$ cat src/rtl/adder_mux_display_pkg.sv
// Shared FSM type, 7-segment constants and sizing helpers for adder_mux_display.
package adder_mux_display_pkg;

  typedef enum logic [0:0] {
    IDLE = 1'b0,
    CONV = 1'b1
  } state_e;

  localparam logic [6:0] SEG_BLANK = 7'h00;
  localparam logic [6:0] SEG_MINUS = 7'h40;
  localparam logic [6:0] SEG_ZERO  = 7'h3F;

  // Segment order is {g,f,e,d,c,b,a}; non-decimal nibbles render blank.
  function automatic logic [6:0] seg_digit(input logic [3:0] nib);
    logic [6:0] seg;
    case (nib)
      4'd0:    seg = 7'h3F;
      4'd1:    seg = 7'h06;
      4'd2:    seg = 7'h5B;
      4'd3:    seg = 7'h4F;
      4'd4:    seg = 7'h66;
      4'd5:    seg = 7'h6D;
      4'd6:    seg = 7'h7D;
      4'd7:    seg = 7'h07;
      4'd8:    seg = 7'h7F;
      4'd9:    seg = 7'h6F;
      default: seg = SEG_BLANK;
    endcase
    return seg;
  endfunction

  // Bits needed for a counter spanning 0..n-1, never less than one.
  function automatic int cnt_width(input int n);
    return (n <= 2) ? 1 : $clog2(n);
  endfunction

endpackage

$ cat src/rtl/adder_mux_display_bin2bcd_seq.sv
// Sequential double-dabble converter: W binary bits into DIGITS BCD nibbles,
// one shift per cycle; the BCD output register holds until the next completion.
module bin2bcd_seq
  import adder_mux_display_pkg::*;
#(
  parameter int W      = 9,
  parameter int DIGITS = 3
) (
  input  logic                  i_clk,
  input  logic                  i_rst,
  input  logic                  i_start,
  input  logic [W-1:0]          i_bin,
  output logic                  o_busy,
  output logic                  o_done,
  output logic [4*DIGITS-1:0]   o_bcd
);

  localparam int              CW   = cnt_width(W);
  localparam logic [CW-1:0]   LAST = CW'(W - 1);

  state_e                state_q, state_d;
  logic [W-1:0]          shift_q, shift_d;
  logic [4*DIGITS-1:0]   acc_q, acc_d, acc_adj;
  logic [4*DIGITS-1:0]   disp_q, disp_d;
  logic [CW-1:0]         cnt_q, cnt_d;
  logic                  done_q, done_d;

  // Add-3 correction on every nibble that will overflow past 9 when doubled.
  always_comb begin
    acc_adj = acc_q;
    for (int i = 0; i < DIGITS; i++) begin
      acc_adj[4*i +: 4] = (acc_q[4*i +: 4] >= 4'd5) ? (acc_q[4*i +: 4] + 4'd3)
                                                     : acc_q[4*i +: 4];
    end
  end

  // Next-state and datapath control for the IDLE/CONV sequencer.
  always_comb begin
    state_d = state_q;
    shift_d = shift_q;
    acc_d   = acc_q;
    cnt_d   = cnt_q;
    disp_d  = disp_q;
    done_d  = 1'b0;
    case (state_q)
      IDLE: begin
        if (i_start) begin
          shift_d = i_bin;
          acc_d   = '0;
          cnt_d   = '0;
          state_d = CONV;
        end else begin
          state_d = IDLE;
        end
      end
      CONV: begin
        shift_d = {shift_q[W-2:0], 1'b0};
        acc_d   = {acc_adj[4*DIGITS-2:0], shift_q[W-1]};
        if (cnt_q == LAST) begin
          // Final shift lands straight in the display register.
          disp_d  = {acc_adj[4*DIGITS-2:0], shift_q[W-1]};
          done_d  = 1'b1;
          state_d = IDLE;
        end else begin
          cnt_d   = cnt_q + CW'(1);
        end
      end
      default: begin
        state_d = IDLE;
      end
    endcase
  end

  // Converter state registers.
  always_ff @(posedge i_clk or posedge i_rst) begin
    if (i_rst) begin
      state_q <= IDLE;
      shift_q <= '0;
      acc_q   <= '0;
      cnt_q   <= '0;
      disp_q  <= '0;
      done_q  <= 1'b0;
    end else begin
      state_q <= state_d;
      shift_q <= shift_d;
      acc_q   <= acc_d;
      cnt_q   <= cnt_d;
      disp_q  <= disp_d;
      done_q  <= done_d;
    end
  end

  assign o_busy = (state_q == CONV);
  assign o_done = done_q;
  assign o_bcd  = disp_q;

endmodule

$ cat src/rtl/adder_mux_display.sv
// N-bit add/subtract with BCD conversion and a multiplexed 7-segment display.
// Define ADDER_MUX_DISPLAY_BLANK_EN to blank leading zeros and show a minus sign.
module adder_mux_display
  import adder_mux_display_pkg::*;
#(
  parameter int N                    = 8,
  parameter int DIGITS               = 3,
  parameter int REFRESH_DIV          = 50000,
  parameter int COMMON_ANODE_CATHODE = 0
) (
  input  logic              i_clk,
  input  logic              i_rst,
  input  logic [N-1:0]      i_a,
  input  logic [N-1:0]      i_b,
  input  logic              i_sub,
  input  logic              i_start,
  output logic              o_busy,
  output logic              o_done,
  output logic [N:0]        o_sum,
  output logic              o_neg,
  output logic [6:0]        o_HEX,
  output logic [DIGITS-1:0] o_digit_en
);

  localparam int                W        = N + 1;
  localparam int                PW       = cnt_width(REFRESH_DIV);
  localparam int                IW       = cnt_width(DIGITS);
  localparam logic [PW-1:0]     PRE_LAST = PW'(REFRESH_DIV - 1);
  localparam logic [IW-1:0]     IDX_LAST = IW'(DIGITS - 1);
  localparam logic              INV      = (COMMON_ANODE_CATHODE != 0);
  localparam logic [6:0]        HEX_RST  = INV ? ~SEG_ZERO : SEG_ZERO;
  localparam logic [DIGITS-1:0] EN_RST   = INV ? ~DIGITS'(1'b1) : DIGITS'(1'b1);

  logic                  eng_busy, eng_done, accept;
  logic [4*DIGITS-1:0]   disp_bcd;
  logic [W-1:0]          sum_raw, mag;
  logic                  neg_raw;
  logic [W-1:0]          sum_q, sum_d;
  logic                  neg_q, neg_d;
  logic [PW-1:0]         pre_q, pre_d;
  logic [IW-1:0]         idx_q, idx_d;
  logic [6:0]            hex_q, hex_d, seg;
  logic [DIGITS-1:0]     en_q, en_d, en_onehot;
  logic [3:0]            nib;
`ifdef ADDER_MUX_DISPLAY_BLANK_EN
  logic                  zero_run, blank_sel;
`endif

  // Arithmetic result, sign and magnitude; the result register loads only on an accepted start.
  always_comb begin
    if (i_sub) begin
      sum_raw = {1'b0, i_a} - {1'b0, i_b};
    end else begin
      sum_raw = {1'b0, i_a} + {1'b0, i_b};
    end
    neg_raw = i_sub & (i_a < i_b);
    if (neg_raw) begin
      mag = ~sum_raw + W'(1);
    end else begin
      mag = sum_raw;
    end
    accept = i_start & ~eng_busy;
    if (accept) begin
      sum_d = sum_raw;
      neg_d = neg_raw;
    end else begin
      sum_d = sum_q;
      neg_d = neg_q;
    end
  end

  bin2bcd_seq #(
    .W      (W),
    .DIGITS (DIGITS)
  ) u_bin2bcd (
    .i_clk   (i_clk),
    .i_rst   (i_rst),
    .i_start (accept),
    .i_bin   (mag),
    .o_busy  (eng_busy),
    .o_done  (eng_done),
    .o_bcd   (disp_bcd)
  );

  // Scan prescaler and digit index, free-running regardless of conversion state.
  always_comb begin
    pre_d = pre_q;
    idx_d = idx_q;
    if (pre_q == PRE_LAST) begin
      pre_d = '0;
      if (idx_q == IDX_LAST) begin
        idx_d = '0;
      end else begin
        idx_d = idx_q + IW'(1);
      end
    end else begin
      pre_d = pre_q + PW'(1);
    end
  end

  // Decode from the next index so segments and enables switch on the same edge.
  always_comb begin
    nib = 4'd0;
    for (int i = 0; i < DIGITS; i++) begin
      nib          = (idx_d == IW'(i)) ? disp_bcd[4*i +: 4] : nib;
      en_onehot[i] = (idx_d == IW'(i));
    end
`ifdef ADDER_MUX_DISPLAY_BLANK_EN
    zero_run  = 1'b1;
    blank_sel = 1'b0;
    for (int i = DIGITS - 1; i >= 0; i--) begin
      zero_run  = zero_run & (disp_bcd[4*i +: 4] == 4'd0);
      blank_sel = ((idx_d == IW'(i)) && (i != 0)) ? zero_run : blank_sel;
    end
    // The sign can only occupy the leftmost digit, and only when it is blank.
    if (blank_sel) begin
      if (neg_q && (idx_d == IDX_LAST)) begin
        seg = SEG_MINUS;
      end else begin
        seg = SEG_BLANK;
      end
    end else begin
      seg = seg_digit(nib);
    end
`else
    seg = seg_digit(nib);
`endif
    hex_d = INV ? ~seg : seg;
    en_d  = INV ? ~en_onehot : en_onehot;
  end

  // Result, scan and display output registers.
  always_ff @(posedge i_clk or posedge i_rst) begin
    if (i_rst) begin
      sum_q <= '0;
      neg_q <= 1'b0;
      pre_q <= '0;
      idx_q <= '0;
      hex_q <= HEX_RST;
      en_q  <= EN_RST;
    end else begin
      sum_q <= sum_d;
      neg_q <= neg_d;
      pre_q <= pre_d;
      idx_q <= idx_d;
      hex_q <= hex_d;
      en_q  <= en_d;
    end
  end

  assign o_busy     = eng_busy;
  assign o_done     = eng_done;
  assign o_sum      = sum_q;
  assign o_neg      = neg_q;
  assign o_HEX      = hex_q;
  assign o_digit_en = en_q;

endmodule

$ cat config.mk
export PLATFORM = sky130hd
export DESIGN_NAME = adder_mux_display
export DESIGN_NICKNAME = d
export VERILOG_FILES = /design/src/rtl/adder_mux_display_pkg.sv /design/src/rtl/adder_mux_display_bin2bcd_seq.sv /design/src/rtl/adder_mux_display.sv
export SDC_FILE = /design/constraint.sdc
export NUM_CORES = 1
export LEC_CHECK = 0
export CORE_ASPECT_RATIO = 1.2
export CORE_MARGIN = 4
export CORE_UTILIZATION = 58
export CTS_CLUSTER_DIAMETER = 60
export CTS_CLUSTER_SIZE = 28
export DETAILED_ROUTE_END_ITERATION = 6
export MAX_ROUTING_LAYER = met4
export PLACE_DENSITY = 0.82
export SLEW_MARGIN = 10
export SYNTH_ARGS = -nofsm -noshare
export SYNTH_HDL_FRONTEND = slang
export SYNTH_SLANG_ARGS = --single-unit
$ cat constraint.sdc
create_clock -name i_clk -period 3.2 [get_ports i_clk]
set_input_delay 0.32 -clock i_clk [delete_from_list [all_inputs] [get_ports i_clk]]
set_output_delay 0.32 -clock i_clk [all_outputs]
set_load 0.02 [all_outputs]
==> results.py <==
metrics = {
    "run_status": {
        "outcome": "finished clean",
    },
    "pwr": {
        "p_int_mw": 2.454,
        "p_sw_share_pct": 38.37,
        "p_clk_share_pct": 17.2,
        "pwr-share-comb_pct": 44.2,
        "seq_power_share_pct": 38.6,
        "peakVddDrop_uv": 451.2,
        "power.total_mw": 3.982,
        "p_leak_nw": 2.385,
        "powerDensity_mw_per_mm2": 772.9,
        "power.switching_mw": 1.528,
    },
    "job": {
        "maxCapViolations": 0,
    },
    "layout": {
        "antenna_cells": 0,
        "drive_gt1_share_pct": 8.571,
        "nFillCells": 556,
        "final_area_mm2": 0.005152,
        "syn_to_final_growth_pct": 15.80,
        "fin_nets": 575,
        "layout.cells.non_filler": 615,
        "regArea_mm2": 0.001936,
        "multi_input_area_mm2": 0.002331,
        "final_core_util_pct": 70.01,
    },
    "global_route": {
        "gr-usage-met3_pct": 3.170,
        "grt_usage_pct": 21.19,
        "busiest_layer": "met2",
        "grt_pass1_wl_um": 15220,
        "antenna_found_initial": 0,
        "grt_max_degree": 78,
        "use_met2_pct": 38.15,
        "grt_overflow": 0,
        "grt_pass1_vias": 3489,
        "grt_util_met1_pct": 22.83,
    },
    "floorplan": {
        "io_pins": 42,
        "rows": 34,
        "die_y_um": 103.9,
        "initial_utilization_pct": 60.46,
        "die_x_um": 87.96,
        "coreArea_mm2": 0.007360,
        "dieArea_mm2": 0.009142,
    },
    "sta": {
        "rsz0062_at_grt": "false",
        "fin_crit_sh_pct": 88.37,
        "setup_viol": 0,
        "skew_ns": 0.007776,
        "maxSlewHeadroom_pct": 52.38,
        "period_needed_ns": 2.828,
        "hold_viol": 0,
        "fmax_mhz": 353.6,
        "final_max_slew_viol_count": 0,
        "worst_pin_slew_ns": 0.7121,
        "worst_hold_slack_ns": 0.3711,
        "setup_ws_ns": 0.3723,
        "tns_ns": 0,
    },
    "yosys": {
        "synth_top_area_share_pct": 39.37,
        "yosys.cell_types.count": 60,
        "async_reset_ff_share_pct": 100.0,
        "ys_ff_latch": 77,
        "synth_commonest_cells": "dfrtp_1 (70), nand2_1 (70), nor2_1 (39), ha_1 (33), a21oi_1 (29)",
        "synth_edf_count": 0,
        "yosys-top-cells-area": "dfrtp_1 (39%), ha_1 (9.3%), nand2_1 (5.9%)",
        "yosysSeqAreaShare_pct": 43.50,
        "synthCells": 478,
        "syn_area_mm2": 0.004449,
        "yosys_warnings": 0,
        "yosys.area.top_type": "dfrtp_1",
        "syn_avg_cell_area_um2": 9.308,
        "syn_nets": 533,
        "synth_ff_type": "dfrtp_1",
    },
    "clock_network": {
        "clkSinkCount": 77,
        "cts_root_buf": "clkbuf_8",
        "cts_tree": "yes",
        "clkTransAtPathRegs_ns": 0.08,
        "cts_hold_buf": 0,
        "cts_resized": 0,
        "clock_latency_ns": 0.34,
        "ctsLongestPathBuffers": 2,
        "cts_setup_buffers": 0,
        "htreeDepth": 3,
        "numCtsBuffers": 9,
    },
    "placement": {
        "placed_cells": 599,
        "dpl_cell_area_mm2": 0.004964,
        "hpwlAfterDp_um": 6585,
        "place_ws_ns": 0.1958,
        "port_buffers": 41,
        "gp_congestion": 0.9686,
    },
    "critical_path": {
        "required_ns": 3.49,
        "critPathArrivalTime_ns": 3.11,
        "crit_path_start_kind": "register",
        "path_max_fanout": 14,
        "cp-end-kind": "register",
        "criticalPathCategory": "reg -> reg",
    },
    "route": {
        "wl_per_cell_um": 14.67,
        "dr.first_iter.drc_count": 146,
        "first_pass_iters": 4,
        "drc": 0,
        "drt-total-wl_um": 9022,
        "ant_nets": 0,
        "vias": 3509,
        "via_per_inst": 5.706,
    },
    "min_path": {
        "hold_path.class": "in -> async",
    },
}
power by group through the flow:
stage	combinational [mW]	sequential, mW	clock (mW)
2_1_floorplan	1.13	1.61	0
5_1_grt	1.96	1.57	0.736
4_1_cts	1.77	1.53	0.701
3_3_place_gp	1.67	1.53	0
3_5_place_dp	1.74	1.55	0
6_report	1.76	1.54	0.687
registers in the layout (all words and copies together), names as in the netlist:
signal,flops
u_bin2bcd.o_busy,1
u_bin2bcd.o_done,1
pre_q,16
u_bin2bcd.cnt_q,4
u_bin2bcd.acc_q,12
u_bin2bcd.o_bcd,12
o_neg,1
o_HEX,7
idx_q,2
o_digit_en,3
o_sum,9
u_bin2bcd.shift_q,9
kinds of logic after synthesis:
logic type	Yosys count	share of synthesized area, %
buffers and inverters	46	4.105
XOR/XNOR	31	6.102
flip-flops	77	43.50
AO/OA/AOI/OAI	116	16.31
multiplexers	10	2.475
AND/OR/NAND/NOR	163	17.32
adder cells (fa/ha/maj)	35	10.18
worst max-delay path, stage by stage, from the launching register on:
cell and delay [ns]:
dfrtp_1 0.39, ha_1 0.20, and3_1 0.29, and4_4 0.37, and2_1 0.23, nand2_1 0.07, o21ai_1 0.20, mux2i_1 0.31
o21ai_1 0.14, ha_1 0.32, mux2i_1 0.12, a21o_1 0.13
cell usage in the layout (no fill, tap or decap), types with 3 or more instances in the layout:
cell              n
xor2_1           13
nor3b_1           6
buf_4             6
a31o_2            3
a21o_1            6
nand2_1          70
mux2i_1           5
nand3_1          10
o211ai_1          4
a211oi_1          3
nor2b_1           8
nand2b_1          5
inv_1            25
o31ai_1           4
dfstp_2           7
a31oi_1           4
clkdlybuf4s50_1  41
o21ai_0          27
mux2_2            4
or3_1             3
nor2_1           39
xnor2_1          18
o22ai_1           5
dfrtp_1          70
a21oi_1          29
and3_1            6
nor3_1            3
o21ai_1          11
clkbuf_8         12
ha_1             33
area by class of cell:
type | instances | area share (%)
well taps | 90 | 2.186
flip-flops and latches | 77 | 37.57
repair buffers | 48 | 9.228
clock buffers | 13 | 3.278
clock inverters | 3 | 0.3885
inverters | 29 | 2.113
multi-input cells | 355 | 45.24
path summary, 6_finish.rpt:
| check | startpoint | end | slack (ns) | depth (start not counted) |
|---|---|---|---|---|
| setup reg to reg | pre_q[0] | o_HEX[3] | 0.37 | 11 |
| hold reg to reg | pre_q[0] | pre_q[0] | 0.49 | 1 |
| hold / removal | i_rst | pre_q[13] | 0.37 | 3 |
| setup / recovery | pre_q[0] | o_HEX[3] | 0.37 | 11 |
| min in group i_clk | pre_q[0] | pre_q[0] | 0.49 | 1 |
| max in group asynchronous | i_rst | o_HEX[2] | 2.46 | 3 |
routing by layer:
layer  wire length (µm)  part of all wire [%]  up-vias
li1                   -                     -     1733
met1               3676                    41     1691
met2               4894                    54       68
met3                258                   2.9       17
met4                193                   2.1        0
met5                  0                     0        -
No activity file was read; power rests on OpenSTA's default activity.
